File: src/rtl/seq_divider_if.sv
// Start/busy/done handshake bundle for seq_divider: operand request in, registered result out.
interface seq_divider_if #(
  parameter int WIDTH = 8
);
  logic             start;
  logic [WIDTH-1:0] dividend;
  logic [WIDTH-1:0] divisor;
  logic             busy;
  logic             done;
  logic [WIDTH-1:0] quotient;
  logic [WIDTH-1:0] remainder;
  logic             div_by_zero;

  modport master (
    output start, dividend, divisor,
    input  busy, done, quotient, remainder, div_by_zero
  );

  modport slave (
    input  start, dividend, divisor,
    output busy, done, quotient, remainder, div_by_zero
  );
endinterface

File: src/rtl/seq_divider.sv
// Multi-cycle restoring divider, one quotient bit per clock.
// Define SIGNED_DIV_EN for two's-complement operands (adds a one-cycle sign FIX state).
module seq_divider #(
  parameter int WIDTH = 8
) (
  input  logic        clk,
  input  logic        reset,
  seq_divider_if.slave bus
);

  localparam int CNT_W = (WIDTH > 1) ? $clog2(WIDTH) : 1;

`ifdef SIGNED_DIV_EN
  typedef enum logic [1:0] {IDLE, RUN, FIX, DONE} state_t;
`else
  typedef enum logic [1:0] {IDLE, RUN, DONE} state_t;
`endif

  state_t state, state_nxt;

  // The partial remainder is always below the divisor after each step,
  // so only WIDTH bits need storing; the extra bit lives in the subtract.
  logic [WIDTH-1:0] r_acc;
  logic [WIDTH-1:0] q_acc;
  logic [WIDTH-1:0] dsr;
  logic [CNT_W-1:0] count;

  logic [WIDTH-1:0] quotient_q;
  logic [WIDTH-1:0] remainder_q;
  logic             div_by_zero_q;

  logic [WIDTH:0]   rs;
  logic [WIDTH:0]   diff;
  logic [WIDTH-1:0] r_step;
  logic [WIDTH-1:0] q_step;

`ifdef SIGNED_DIV_EN
  logic sign_q;
  logic rem_neg;

  function automatic logic [WIDTH-1:0] neg2c(input logic [WIDTH-1:0] x);
    return ~x + 1'b1;
  endfunction

  // Magnitude of the most negative value is representable as unsigned.
  function automatic logic [WIDTH-1:0] mag(input logic [WIDTH-1:0] x);
    return x[WIDTH-1] ? neg2c(x) : x;
  endfunction
`endif

  assign rs   = {r_acc, q_acc[WIDTH-1]};
  assign diff = rs - {1'b0, dsr};

  always_comb begin
    if (!diff[WIDTH]) begin
      r_step = diff[WIDTH-1:0];
      q_step = {q_acc[WIDTH-2:0], 1'b1};
    end else begin
      r_step = rs[WIDTH-1:0];
      q_step = {q_acc[WIDTH-2:0], 1'b0};
    end
  end

  always_ff @(posedge clk or posedge reset) begin
    if (reset) state <= IDLE;
    else       state <= state_nxt;
  end

  always_comb begin
    state_nxt = state;
    bus.busy  = 1'b0;
    bus.done  = 1'b0;
    case (state)
      IDLE: begin
        if (bus.start) state_nxt = (bus.divisor == '0) ? DONE : RUN;
      end
      RUN: begin
        bus.busy = 1'b1;
`ifdef SIGNED_DIV_EN
        if (count == '0) state_nxt = FIX;
`else
        if (count == '0) state_nxt = DONE;
`endif
      end
`ifdef SIGNED_DIV_EN
      FIX: begin
        bus.busy  = 1'b1;
        state_nxt = DONE;
      end
`endif
      DONE: begin
        bus.done  = 1'b1;
        state_nxt = IDLE;
      end
      default: state_nxt = IDLE;
    endcase
  end

  // Result registers load on the edge that enters DONE, so they are valid
  // in the same cycle the done pulse is seen.
  always_ff @(posedge clk or posedge reset) begin
    if (reset) begin
      r_acc         <= '0;
      q_acc         <= '0;
      dsr           <= '0;
      count         <= '0;
      quotient_q    <= '0;
      remainder_q   <= '0;
      div_by_zero_q <= 1'b0;
`ifdef SIGNED_DIV_EN
      sign_q        <= 1'b0;
      rem_neg       <= 1'b0;
`endif
    end else begin
      case (state)
        IDLE: begin
          if (bus.start) begin
            if (bus.divisor == '0) begin
              quotient_q    <= '1;
              remainder_q   <= bus.dividend;
              div_by_zero_q <= 1'b1;
            end else begin
              r_acc <= '0;
              count <= CNT_W'(WIDTH - 1);
`ifdef SIGNED_DIV_EN
              q_acc   <= mag(bus.dividend);
              dsr     <= mag(bus.divisor);
              sign_q  <= bus.dividend[WIDTH-1] ^ bus.divisor[WIDTH-1];
              rem_neg <= bus.dividend[WIDTH-1];
`else
              q_acc <= bus.dividend;
              dsr   <= bus.divisor;
`endif
            end
          end
        end
        RUN: begin
          r_acc <= r_step;
          q_acc <= q_step;
          if (count != '0) begin
            count <= count - 1'b1;
          end else begin
`ifndef SIGNED_DIV_EN
            quotient_q    <= q_step;
            remainder_q   <= r_step;
            div_by_zero_q <= 1'b0;
`endif
          end
        end
`ifdef SIGNED_DIV_EN
        FIX: begin
          quotient_q    <= sign_q  ? neg2c(q_acc) : q_acc;
          remainder_q   <= rem_neg ? neg2c(r_acc) : r_acc;
          div_by_zero_q <= 1'b0;
        end
`endif
        default: ;
      endcase
    end
  end

  assign bus.quotient    = quotient_q;
  assign bus.remainder   = remainder_q;
  assign bus.div_by_zero = div_by_zero_q;

endmodule
File: src/flat_wrapper.sv
// flat-port wrapper written by rule: the top's interface ports become plain ports
module seq_divider_flat 
#(
  parameter int WIDTH = 8
)
  (clk, reset, bus_start, bus_dividend, bus_divisor, bus_busy, bus_done, bus_quotient, bus_remainder, bus_div_by_zero);
  seq_divider_if #(.WIDTH(WIDTH)) bus_i ();
  input  logic clk;
  input  logic reset;
  input wire logic [$bits(bus_i.start)-1:0] bus_start;
  input wire logic [$bits(bus_i.dividend)-1:0] bus_dividend;
  input wire logic [$bits(bus_i.divisor)-1:0] bus_divisor;
  output wire logic [$bits(bus_i.busy)-1:0] bus_busy;
  output wire logic [$bits(bus_i.done)-1:0] bus_done;
  output wire logic [$bits(bus_i.quotient)-1:0] bus_quotient;
  output wire logic [$bits(bus_i.remainder)-1:0] bus_remainder;
  output wire logic [$bits(bus_i.div_by_zero)-1:0] bus_div_by_zero;
  assign bus_i.start = bus_start;
  assign bus_i.dividend = bus_dividend;
  assign bus_i.divisor = bus_divisor;
  assign bus_busy = bus_i.busy;
  assign bus_done = bus_i.done;
  assign bus_quotient = bus_i.quotient;
  assign bus_remainder = bus_i.remainder;
  assign bus_div_by_zero = bus_i.div_by_zero;
  seq_divider #(.WIDTH(WIDTH)) u_core (.clk(clk), .reset(reset), .bus(bus_i));
endmodule
File: config.mk
export PLATFORM = sky130hd
export DESIGN_NAME = seq_divider_flat
export DESIGN_NICKNAME = d
export VERILOG_FILES = /design/src/rtl/seq_divider_if.sv /design/src/rtl/seq_divider.sv /design/src/flat_wrapper.sv
export SDC_FILE = /design/constraint.sdc
export NUM_CORES = 1
export LEC_CHECK = 0
export CORE_AREA = 2 2 72 108
export DETAILED_ROUTE_END_ITERATION = 16
export DIE_AREA = 0 0 74 110
export GPL_ROUTABILITY_DRIVEN = 0
export PLACE_DENSITY = 0.64
export SKIP_CTS_REPAIR_TIMING = 1
export SKIP_LAST_GASP = 1
export SYNTH_ARGS = -nofsm -noshare
export SYNTH_HDL_FRONTEND = slang
export SYNTH_SLANG_ARGS = --single-unit
File: constraint.sdc
create_clock -name clk -period 3.01 [get_ports clk]
set_input_delay 0.301 -clock clk [delete_from_list [all_inputs] [get_ports clk]]
set_output_delay 0.301 -clock clk [all_outputs]
set_load 0.005 [all_outputs]
==> results of run 1 <==
==> state kept, by name (all words and copies together), names as in the netlist <==
name and cells:
u_core.bus.quotient 8, u_core.bus.remainder 8, u_core.dsr 8, u_core.q_acc 8, u_core.r_acc 8, u_core.count 3
u_core.state 2, u_core.bus.div_by_zero 1
==> power breakdown <==
group	switching, mW	leakage (nW)	internal (mW)
registers	0.192	0.532	0.914
clock network	0.213	0.0579	0.245
logic	1.12	0.734	0.998
total	1.52	1.32	2.16
==> placed cells by master, fill, tap and decap left out, drive strengths merged, types with 4 or more instances in the layout <==
master	count
ha	10
dfrtp	46
nand2b	6
o22a	10
clkbuf	5
buf	6
inv	18
a31oi	6
clkdlybuf4s50	37
a222oi	4
nand3	8
nand2	34
a21oi	12
o21ai	22
nor2	15
and2	4
mux2i	8
==> per-stage QoR <==
stage | instance area [µm²] | hold WS [ps] | setup slack, ps
floorplan | 2430 | 418 | 638
CTS | 3040 | 472 | 398
detailed placement | 2930 | 459 | 406
global placement | 2930 | 452 | 536
finish | 3040 | 471 | 390
global route | 3040 | 511 | 209
==> cells by family after synthesis <==
kind of cell	after synthesis	share of synthesized area (%)
compound gates	68	19.7
xor+xnor	4	1.44
fa+ha+maj	11	5.96
buf+inv	27	4.62
flops	46	47.3
mux	10	4.37
simple gates	82	16.6
==> per-layer routing <==
metal  vias to the layer above  routed length, µm
met5                         -                  0
met4                         0                114
met3                         9                167
met2                        28               3190
met1                       948               2440
li1                        952                  -
==> path summary, 6_finish.rpt <==
path | start | to | cells after the start
worst max register to register | u_core.q_acc[7] | u_core.bus.remainder[6] | 11
max in group asynchronous | reset | u_core.bus.remainder[2] | 2
worst min register to register | u_core.count[0] | u_core.count[0] | 1
worst min-delay path | u_core.count[0] | u_core.count[0] | 1
min in group asynchronous | reset | u_core.dsr[1] | 2
worst max-delay path | u_core.q_acc[7] | u_core.bus.remainder[6] | 11
==> synthesized netlist by cell type (all sizes together), types with 2 or more instances <==
cell,n,share of area [%]
dfrtp,46,47
nand2,34,5.3
o21ai,22,4.5
inv,18,2.8
nor2,15,2.3
a21oi,12,2.8
ha,10,5.1
o22a,10,3.6
mux2i,8,3.3
nand3,8,1.6
a31oi,6,1.5
nand2b,6,1.5
clkbuf,5,0.77
a222oi,4,1.6
and2,4,1.0
buf,4,1.1
a21o,3,0.92
nor2b,3,0.77
nor4,3,1.3
or3,3,0.77
xor2,3,1.1
a211o,2,0.72
a211oi,2,1.1
mux2,2,1.1
nand4b,2,0.72
nor3,2,0.62
o21bai,2,0.62
==> layout make-up <==
cell class                 count  area (µm²)
sequential                    46        1150
clock buffer                   5        68.8
inverter                      18        67.6
multi-input combinational    175        1170
tap                          100         125
fill                         719        4140
timing repair buffer          43         415
clock inverter                 3        40.0
==> flow_summary.toml, run 1 <==
[outcome]
status = "complete, no violations"

[floorplanning]
io-pin-count = 38
start_util_pct = 33.9
core_region_area_mm2 = 0.00718
die_h_um = 110
die_w_um = 74
fp-row-count = 38
die_area_mm2 = 0.00814

[grt]
antenna_found_initial = 0
met3_usage_pct = 2.27
grt_pass1_vias = 1988
grt_use_met1_pct = 18.8
busiest_layer = "met2"
track_usage_pct = 16.0
grt_max_degree = 47
grtUsageMet2_pct = 29.0
grt_pass1_wl_mm = 9.86
grt_overflow = 0

[timing]
post-route-period-util_pct = 87.0
final_max_slew_viol_count = 0
setup_violations = 0
fmax_mhz = 382
rsz0062_at_grt = "false"
slew-limit-headroom_pct = 35.6
skew_ps = 10.6
tightest_slew_ps = 966
min_period_ps = 2620
fin_tns_setup_ps = 0
hold_viol_final = 0

[layout]
drive_above_1_share_pct = 9.31
area_delta_synth_final_pct = 24.8
finalNonFillerCells = 390
final_util_pct = 42.3
nets = 319
n_antenna_cell = 0

[clock_tree]
clockBufferDepth = 2
h-tree-depth = 2
clock-sinks = 46
numCtsBuffers = 5
cts_tree = "built"
path_clk_slew_ps = 90
insertion_delay_ps = 300
root_buffer = "clkbuf_8"

[setup_path]
cp.required_ps = 3240
cp_slowest_cell = "fa_1"
crit_fanout = 8
max_stage_delay_ps = 440
crit_chain = "inv_1 -> ha_1 -> inv_1 -> fa_1 -> a211oi_4 -> nor3_2 -> mux2i_1 -> nor2_1 -> buf_4 -> or3_1 -> a31oi_1"
cp-end-kind = "register"
cp_common_cell = "inv_1"
crit_family = "adder cells"
cp.buffers_inverters = 3
r2r_slack_ps = 390
start_kind = "register"
critical_path_class = "register to register"
arrival_ps = 2850

[synth]
ys.flop_type = "dfrtp_1"
syn_area_mm2 = 0.00243
syn_inst = 248
avgSynthCellArea_um2 = 9.82
yosysSeqAreaShare_pct = 47.3
synthesis.nets = 278
synth-seq-cells = 46
synth_edf_count = 0
async_reset_ff_share_pct = 100
synth_cell_types = 45
yosysWarnings = 0

[detailed_routing]
routed_wl_mm = 5.91
dr.first_iter.drc_count = 48
vias_per_cell = 4.97
num_vias = 1937
antenna_left = 0
drt_pass1_iterations = 5
drc = 0
wl_per_cell_um = 15.2

[place]
portBuffers = 37
dp_hpwl_mm = 4.39
dp_cells = 382

[flow_run]
max_cap_violations = 0

[worst_hold_path]
hold_class = "register to register"

[pwr]
p_per_area_mw_per_mm2 = 1210
p_total_mw = 3.68
p_leak_nw = 1.32
peakVddDrop_mv = 0.591
Note: power is estimated with default switching activity, not from simulation.
==> inputs of run 2 (changes only) <==
Settings changed: CELL_PAD_IN_SITES_DETAIL_PLACEMENT set to 1, CELL_PAD_IN_SITES_GLOBAL_PLACEMENT set to 1, PLACE_DENSITY 0.64 to 0.8.
Clock period 3.01 ns to 2.4 ns, I/O delays scaled along.
==> flow_summary.toml, run 2 (synthesized netlist as in run 1, its figures left out) <==
[place]
portBuffers = 37
dp_hpwl_mm = 5.46

[timing]
setup_violations = 14
slew-limit-headroom_pct = 56.9
skew_ps = 8.48
tightest_slew_ps = 647
min_period_ps = 2560
hold-worst-slack_ps = 289
hold_viol_final = 0
fmax_mhz = 390
post-route-period-util_pct = 107
rsz0062_at_grt = "true"
final_max_slew_viol_count = 0
timing.final.ws_setup_ps = -163

[setup_path]
arrival_ps = 2790
reg2regPathDepth = 11
r2r_slack_ps = -160
crit_fanout = 3
crit_end = "u_core.bus.remainder[4]"
startpoint = "u_core.q_acc[7]"
start_kind = "register"
r2r-start = "u_core.q_acc[7]"
cp-end-kind = "register"
cp.required_ps = 2630
r2r_end = "u_core.bus.remainder[4]"
critical_path_class = "register to register"

[floorplanning]
die_h_um = 110
io-pin-count = 38
start_util_pct = 33.9
die_w_um = 74
core_region_area_mm2 = 0.00718
fp-row-count = 38
die_area_mm2 = 0.00814

[worst_hold_path]
hold_class = "input pin to async pin"

[clock_tree]
insertion_delay_ps = 310
path_clk_slew_ps = 80
root_buffer = "clkbuf_8"
cts_tree = "built"
h-tree-depth = 2
clockBufferDepth = 2
numCtsBuffers = 5
clock-sinks = 46

[layout]
final_util_pct = 44.6
area_delta_synth_final_pct = 31.4
final_cell_mix = "dfrtp_1, clkdlybuf4s50_1, nand2_1, o21ai_0"
nets = 329
n_antenna_cell = 0
drive_above_1_share_pct = 16.8
final_common_cell = "dfrtp_1"

[grt]
track_usage_pct = 18.9
grt_pass1_vias = 2205
antenna_found_initial = 0
grt_pass1_wl_mm = 11.4
grt_max_degree = 25
grt_overflow = 0

[flow_run]
max_cap_violations = 0

[detailed_routing]
wl_per_cell_um = 18.1
routed_wl_mm = 7.18
drt_pass1_iterations = 7
antenna_left = 0
dr.first_iter.drc_count = 74
drc = 0
num_vias = 2096
vias_per_cell = 5.27

[outcome]
status = "finished, violations left"
failed_checks = "negative setup slack"

[pwr]
p_leak_nw = 1.37
p_per_area_mw_per_mm2 = 1610
peakVddDrop_mv = 0.688
[run 2: worst max-delay path: stages (launching register included)]
cell and delay, ps:
dfrtp_1 400, inv_2 90, ha_4 140, inv_2 40, fa_2 410, a211oi_4 290
nor3_2 80, mux2i_1 160, nor2_2 180, buf_4 160, mux2_4 310, a31oi_2 200
[run 2: cell type report]
class	instances	area (µm²)
fillers	801	3980
multi-input cells	175	1250
flip-flops and latches	46	1150
repair buffers	53	519
well taps	100	125
clock buffers	6	82.6
inverters	18	67.6
[run 2: how the worst min path moves through the flow]
| stage | depth (start not counted) | to |
|---|---|---|
| final | 2 | u_core.count[0] |
| after global routing | 2 | u_core.count[2] |
| after CTS | 2 | u_core.count[0] |
| after detailed placement | 1 | u_core.count[0] |
| after global placement | 1 | u_core.count[0] |
| after floorplan | 2 | u_core.dsr[1] |
[run 2: metrics by stage]
stage | cell area [µm²] | TNS, ps | instances | power, mW | worst slack (ps)
2_1_floorplan | 2430 | 0 | 248 | 3.18 | 28.5
3_3_place_gp | 3010 | -34.9 | 389 | 4.14 | -25.4
3_5_place_dp | 3010 | -634 | 389 | 4.29 | -146
4_1_cts | 3090 | -970 | 395 | 4.81 | -168
5_1_grt | 3200 | -2810 | 398 | 5.54 | -256
6_report | 3200 | -911 | 398 | 5.15 | -163
[run 2: power breakdown]
group | leakage, nW | internal [mW] | total, mW | switching (mW)
Combinational | 0.798 | 1.57 | 3.25 | 1.69
Clock | 0.0431 | 0.222 | 0.479 | 0.256
Sequential | 0.532 | 1.15 | 1.42 | 0.271
[run 2: routing by layer]
layer / vias up / GRT usage [%] / part of all wire, %
met5: - / 0 / 0
met4: 0 / 8.96 / 3.6
met3: 17 / 3.00 / 2.7
met2: 48 / 33.5 / 55
met1: 1053 / 21.7 / 38
li1: 978 / - / -
